File: config.mk
export PLATFORM = sky130hd
export DESIGN_NAME = ex_fwd_ctrl
export DESIGN_NICKNAME = d
export VERILOG_FILES = /design/src/rtl/ex_fwd_ctrl.sv
export SDC_FILE = /design/constraint.sdc
export NUM_CORES = 1
export LEC_CHECK = 0
export BUFFER_PORTS_ARGS = -buffer_cell sky130_fd_sc_hd__buf_2
export CAP_MARGIN = 40
export CORE_ASPECT_RATIO = 0.5
export CORE_UTILIZATION = 40
export CTS_BUF_LIST = sky130_fd_sc_hd__clkbuf_2 sky130_fd_sc_hd__clkbuf_4 sky130_fd_sc_hd__clkbuf_8
export CTS_CLUSTER_DIAMETER = 200
export DETAILED_ROUTE_END_ITERATION = 6
export PLACE_DENSITY = 0.69
export SLEW_MARGIN = 10
export SYNTH_ARGS = -nofsm -noshare
export SYNTH_HDL_FRONTEND = slang
export SYNTH_SLANG_ARGS = --single-unit
File: constraint.sdc
create_clock -name clk -period 2.8 [get_ports clk]
set_input_delay 0.56 -clock clk [delete_from_list [all_inputs] [get_ports clk]]
set_output_delay 0.56 -clock clk [all_outputs]
set_load 0.02 [all_outputs]
File: src/rtl/ex_fwd_ctrl.sv
`default_nettype none
// +--------------------------------------------------------------------------+
// | Module      : ex_fwd_ctrl                                                |
// | Description : EX-stage operand forwarding and hazard controller for an   |
// |               in-order ID/EX/MEM/WB pipeline. Tracks the destination of  |
// |               the instructions in EX, MEM and WB. Produces registered     |
// |               operand-forwarding selects for the instruction entering EX. |
// |               Produces load-use stall/bubble requests. Freezes the whole   |
// |               pipe while a MEM-stage load waits for its data.             |
// | Config      : define FWD_WB_EN to forward from the WB stage. When it is   |
// |               undefined, the wb selects are tied low. A dependency on the |
// |               MEM-stage producer then stalls ID instead of forwarding.    |
// | Ports       : clk, rst (async, active high)                               |
// |               id_valid, id_rs1/2, id_rs1/2_used, id_rd, id_rd_wen,        |
// |               id_is_load : decoded info of the instruction in ID          |
// |               flush      : kill ID and EX (redirect)                      |
// |               lsu_rvalid : load data returned for the MEM-stage load      |
// |               exu_src*_forward_mem/wb : registered EX operand mux selects |
// |               id_stall, ex_bubble, pipe_hold : pipeline control           |
// | Revision    : 1.0  initial release                                       |
// +--------------------------------------------------------------------------+
module ex_fwd_ctrl (
  input  logic       clk,
  input  logic       rst,
  input  logic       id_valid,
  input  logic [4:0] id_rs1,
  input  logic [4:0] id_rs2,
  input  logic       id_rs1_used,
  input  logic       id_rs2_used,
  input  logic [4:0] id_rd,
  input  logic       id_rd_wen,
  input  logic       id_is_load,
  input  logic       flush,
  input  logic       lsu_rvalid,
  output logic       exu_src1_forward_mem,
  output logic       exu_src2_forward_mem,
  output logic       exu_src1_forward_wb,
  output logic       exu_src2_forward_wb,
  output logic       id_stall,
  output logic       ex_bubble,
  output logic       pipe_hold
);

  typedef enum logic [0:0] {
    ST_RUN       = 1'b0,
    ST_LOAD_WAIT = 1'b1
  } state_t;

  state_t     r_state;
  state_t     w_state_nxt;

  // Scoreboard slots
  logic       r_ex_valid;
  logic [4:0] r_ex_rd;
  logic       r_ex_wen;
  logic       r_ex_is_load;
  logic       r_mem_valid;
  logic [4:0] r_mem_rd;
  logic       r_mem_wen;
  logic       r_mem_is_load;
  logic       r_wb_valid;
  logic [4:0] r_wb_rd;
  logic       r_wb_wen;
  logic       r_wb_is_load;

  // A flush seen while the pipe is frozen is remembered until the next advancing edge.
  logic       r_flush_pend;

  logic       r_src1_fwd_mem;
  logic       r_src2_fwd_mem;

  logic       w_ex_prod;
  logic       w_mem_prod;
  logic       w_rs1_ex_hit;
  logic       w_rs2_ex_hit;
  logic       w_rs1_mem_hit;
  logic       w_rs2_mem_hit;
  logic       w_load_use;
  logic       w_mem_stall;
  logic       w_hazard;
  logic       w_flush_eff;
  logic       w_hold;
  logic       w_issue;

  // A slot only produces a value when it actually writes a non-zero register.
  assign w_ex_prod  = r_ex_valid  & r_ex_wen  & (r_ex_rd  != 5'd0);
  assign w_mem_prod = r_mem_valid & r_mem_wen & (r_mem_rd != 5'd0);

  assign w_rs1_ex_hit  = id_rs1_used & w_ex_prod  & (r_ex_rd  == id_rs1);
  assign w_rs2_ex_hit  = id_rs2_used & w_ex_prod  & (r_ex_rd  == id_rs2);
  assign w_rs1_mem_hit = id_rs1_used & w_mem_prod & (r_mem_rd == id_rs1);
  assign w_rs2_mem_hit = id_rs2_used & w_mem_prod & (r_mem_rd == id_rs2);

  // The load result is not available until the load reaches WB.
  assign w_load_use = (w_rs1_ex_hit | w_rs2_ex_hit) & r_ex_is_load;

`ifdef FWD_WB_EN
  assign w_mem_stall = 1'b0;
`else
  // Without the WB path, the consumer waits in ID until the producer is in WB.
  // The register file write in WB is visible to the ID read in that cycle.
  // A younger EX match overrides the MEM match because EX holds the newer value.
  assign w_mem_stall = (w_rs1_mem_hit & ~w_rs1_ex_hit) |
                       (w_rs2_mem_hit & ~w_rs2_ex_hit);
`endif

  assign w_hazard    = id_valid & (w_load_use | w_mem_stall);
  assign w_flush_eff = flush | r_flush_pend;
  assign w_hold      = r_mem_valid & r_mem_is_load & ~lsu_rvalid;
  assign w_issue     = id_valid & ~w_hazard & ~w_flush_eff;

  // A flush kills the ID instruction, so stalling it would be pointless.
  // EX still takes a bubble.
  assign id_stall  = w_hazard & ~w_flush_eff;
  assign ex_bubble = w_hazard;
  assign pipe_hold = w_hold;

  // The load-wait FSM is bookkeeping. The hold output is purely combinational, so a
  // return in the same cycle never costs a hold cycle.
  always_comb begin
    w_state_nxt = r_state;
    case (r_state)
      ST_RUN:       if (w_hold)     w_state_nxt = ST_LOAD_WAIT;
      ST_LOAD_WAIT: if (lsu_rvalid) w_state_nxt = ST_RUN;
      default:                      w_state_nxt = ST_RUN;
    endcase
  end

  always_ff @(posedge clk or posedge rst) begin
    if (rst) begin
      r_state        <= ST_RUN;
      r_ex_valid     <= 1'b0;
      r_ex_rd        <= 5'd0;
      r_ex_wen       <= 1'b0;
      r_ex_is_load   <= 1'b0;
      r_mem_valid    <= 1'b0;
      r_mem_rd       <= 5'd0;
      r_mem_wen      <= 1'b0;
      r_mem_is_load  <= 1'b0;
      r_wb_valid     <= 1'b0;
      r_wb_rd        <= 5'd0;
      r_wb_wen       <= 1'b0;
      r_wb_is_load   <= 1'b0;
      r_flush_pend   <= 1'b0;
      r_src1_fwd_mem <= 1'b0;
      r_src2_fwd_mem <= 1'b0;
    end else begin
      r_state <= w_state_nxt;
      if (w_hold) begin
        if (flush) begin
          r_flush_pend <= 1'b1;
        end
      end else begin
        r_flush_pend   <= 1'b0;
        r_wb_valid     <= r_mem_valid;
        r_wb_rd        <= r_mem_rd;
        r_wb_wen       <= r_mem_wen;
        r_wb_is_load   <= r_mem_is_load;
        r_mem_valid    <= r_ex_valid;
        r_mem_rd       <= r_ex_rd;
        r_mem_wen      <= r_ex_wen;
        r_mem_is_load  <= r_ex_is_load;
        r_ex_valid     <= w_issue;
        r_ex_rd        <= w_issue ? id_rd : 5'd0;
        r_ex_wen       <= w_issue & id_rd_wen;
        r_ex_is_load   <= w_issue & id_is_load;
        // EX holds the youngest producer, so its match is the mem-side select.
        r_src1_fwd_mem <= w_issue & w_rs1_ex_hit;
        r_src2_fwd_mem <= w_issue & w_rs2_ex_hit;
      end
    end
  end

  assign exu_src1_forward_mem = r_src1_fwd_mem;
  assign exu_src2_forward_mem = r_src2_fwd_mem;

`ifdef FWD_WB_EN
  logic r_src1_fwd_wb;
  logic r_src2_fwd_wb;

  always_ff @(posedge clk or posedge rst) begin
    if (rst) begin
      r_src1_fwd_wb <= 1'b0;
      r_src2_fwd_wb <= 1'b0;
    end else if (!w_hold) begin
      // MEM priority: a hit on the younger EX slot suppresses the older MEM hit.
      r_src1_fwd_wb <= w_issue & w_rs1_mem_hit & ~w_rs1_ex_hit;
      r_src2_fwd_wb <= w_issue & w_rs2_mem_hit & ~w_rs2_ex_hit;
    end
  end

  assign exu_src1_forward_wb = r_src1_fwd_wb;
  assign exu_src2_forward_wb = r_src2_fwd_wb;
`else
  assign exu_src1_forward_wb = 1'b0;
  assign exu_src2_forward_wb = 1'b0;
`endif

  // The WB slot is retained for debug visibility. No control decision in this block reads it.
  logic w_unused_wb;
  assign w_unused_wb = ^{r_wb_valid, r_wb_rd, r_wb_wen, r_wb_is_load};

endmodule
`default_nettype wire

==> reports/qor.csv <==
stage,metric,value,unit
clock_network,CTS Hold Buffers Added,0,
yosys,count of state elements after synthesis,19,
global_route,total gr overflow,0,
critical_path,crit path DAT,2.22,ns
flow_run,reported max-cap violation count,0,
routing,WL/cell,14.3,µm
critical_path,Worst Reg-to-Reg Cells,8,
critical_path,startpoint types,flop,
sta,Final min period,2.78,ns
place,placed cell area,1220,µm²
yosys,synth warn,0,
global_route,GRT Total Usage,0.193,
layout,fin nets,152,
clock_network,Root Driver,clkbuf_8,
sta,Slew Limit Fails,0,
critical_path,CP endpoint kind,primary output,
clock_network,worst skew pair latency,0.26,ns
global_route,number of global-route vias before repair,765,
outcome,status,"complete, no violations",
layout,most frequent cells in the layout,"buf_2, dfrtp_1, xor2_1",
power_and_ir_drop,worst vdd ir,0.000237,V
routing,top sig layer,met4,
layout,largest registers,"r_ex_rd: 5 flops, r_mem_rd: 5 flops",
sta,fin crit share,0.991,
layout,layout cells sized above 1,0.441,
yosys,Post-Syn Area per Cell,11.2,µm²
yosys,"area leader, netlist",dfrtp_1,
floorplanning,initial core utilization,0.444,
critical_path,r2r endpoint,r_ex_rd[2],
clock_network,Worst-path clk slew,0.07,ns
global_route,initial antenna violation count,0,
min_path,Hold WC Path Type,primary input to async pin,
yosys,Syn Inst Count,93,
critical_path,Worst Setup Path Type,flop to primary output,
place,dpl hpwl,1650,µm
yosys,top cell type's share of synthesized area,0.457,
sta,Slew @ Worst Pin,0.745,ns
yosys,largest cells by area after synthesis,"dfrtp_1, xor2_1, a32o_1, mux2_2, xnor2_1",
layout,fin util,0.567,
yosys,Mapped Area,1040,µm²
floorplanning,core area,2340,µm²
clock_network,CTS tree,built,
routing,DRT Wirelength,2320,µm
routing,met1 wire length,1160,µm
clock_network,CTS Buf Count,3,
critical_path,Critical Path RT,2.24,ns
sta,Slew headroom,0.503,
routing,Vias,835,
clock_network,clock sink count,19,
routing,# DRC,0,
routing,Initial DRC Count,44,
layout,Filler cells,225,
sta,fmax,360,MHz
routing,routed wl met2,1020,µm
critical_path,CP max FO,4,
floorplanning,die outline height,38.1,µm
floorplanning,die area,2820,µm²
routing,met3 WL post-DR,104,µm
place,Port Buf Inserts,28,
place,GP Congestion,0.790,
clock_network,clk buf depth,2,
power_and_ir_drop,leak pwr,0.671,nW
layout,diode count,0,
layout,fin area,1330,µm²
routing,DRT antenna net count,0,
clock_network,htree depth,1,
yosys,synth unique cells,26,
sta,clock skew,0.00232,ns
critical_path,R2R Path Start,r_mem_rd[2],
floorplanning,Ports,31,
yosys,sequential area share after synthesis,0.457,
power_and_ir_drop,pwr/cell area,440,nW/µm²
floorplanning,Die X,74.1,µm
global_route,largest net degree at the start of global routing,21,
global_route,global-route wire length before repair,3790,µm
routing,TritonRoute pass-1 iters,4,
layout,Area Overhead vs Synth,27.5,%
sta,# setup viols final,0,
sta,final hold vios,0,
critical_path,R2R Setup Slk,0.52,ns
routing,routed vias/inst,5.15,
layout,"commonest non-fill, non-tap cell in the layout",buf_2,
sta,RSZ-0062 raised after global routing,true,
floorplanning,row cnt,12,
==> power by group <==
group	leakage (nW)	switching, W	internal [W]
clock network	0.0262	0.0000962	0.000111
registers	0.253	0.0000128	0.000285
logic	0.392	0.0000387	0.0000396
==> synthesized netlist by cell type <==
master / number
or3_1: 1
inv_1: 3
a32o_1: 8
buf_4: 2
conb_1: 1
or2_2: 2
nor4_1: 5
xor2_1: 16
or4_1: 1
o311a_1: 1
o31ai_2: 1
a22o_1: 2
mux2_2: 6
nand3_1: 2
clkbuf_1: 2
buf_6: 1
nand4_1: 1
and4_1: 1
nor2_1: 6
o211ai_2: 1
nand2_1: 2
nor3_1: 1
xnor2_1: 4
a21oi_1: 3
dfrtp_1: 19
or3b_1: 1
==> metrics by stage <==
step                worst slack, ns  power [W]  TNS, ns  cells  hold WS [ns]
floorplan                     0.294   0.000346        0     94         0.480
global route                -0.0294   0.000607  -0.0433    162         0.478
detailed placement           0.0594   0.000376        0    155         0.477
global placement              0.151   0.000375        0    155         0.473
finish                       0.0246   0.000584        0    162         0.416
CTS                         -0.0233   0.000585  -0.0263    162         0.446
==> cells by family after synthesis <==
family | share of synthesized area
compound gates | 0.142
xor+xnor | 0.168
buf+inv | 0.0433
flops | 0.457
mux | 0.0649
other cells | 0.00360
simple gates | 0.121
==> area by class of cell <==
type | count | area [µm²] | share of cell area
clock buffers | 4 | 48.8 | 0.0368
inverters | 3 | 11.3 | 0.00848
repair buffers | 34 | 190 | 0.143
multi-input cells | 67 | 556 | 0.418
flip-flops and latches | 19 | 478 | 0.360
well taps | 35 | 43.8 | 0.0330
==> worst max-delay path by stage <==
stage / start / cells after the start / slack [ns] / to
after detailed placement: id_rs2[1] / 9 / 0.06 / id_stall
after global routing: r_mem_rd[2] / 7 / -0.03 / ex_bubble
after floorplan: r_mem_rd[0] / 7 / 0.29 / id_stall
after global placement: id_rs2[1] / 9 / 0.15 / id_stall
after CTS: r_mem_rd[1] / 7 / -0.02 / ex_bubble
final: r_mem_rd[2] / 7 / 0.02 / ex_bubble
==> routing by layer <==
metal	global-route usage	vias to the layer above
met5	0	-
met1	0.263	407
li1	-	405
met2	0.300	19
met4	0.0721	0
met3	0.0474	4
==> worst max-delay path, cell delays in order, from the launching register on <==
cell and delay (ns):
dfrtp_1 0.42, or3_1 0.34, o311a_1 0.31, and4_4 0.16, or3b_4 0.40, o31ai_4 0.08, nor2_1 0.07, buf_4 0.16
==> what timing repair did <==
item	4_1_cts	5_1_grt
cloned	0	0
endpoints found under the setup margin	2	2
pin swaps	8	7
resized for setup	7	4
setup buffers	3	0
(Power assumes the default switching activity.)
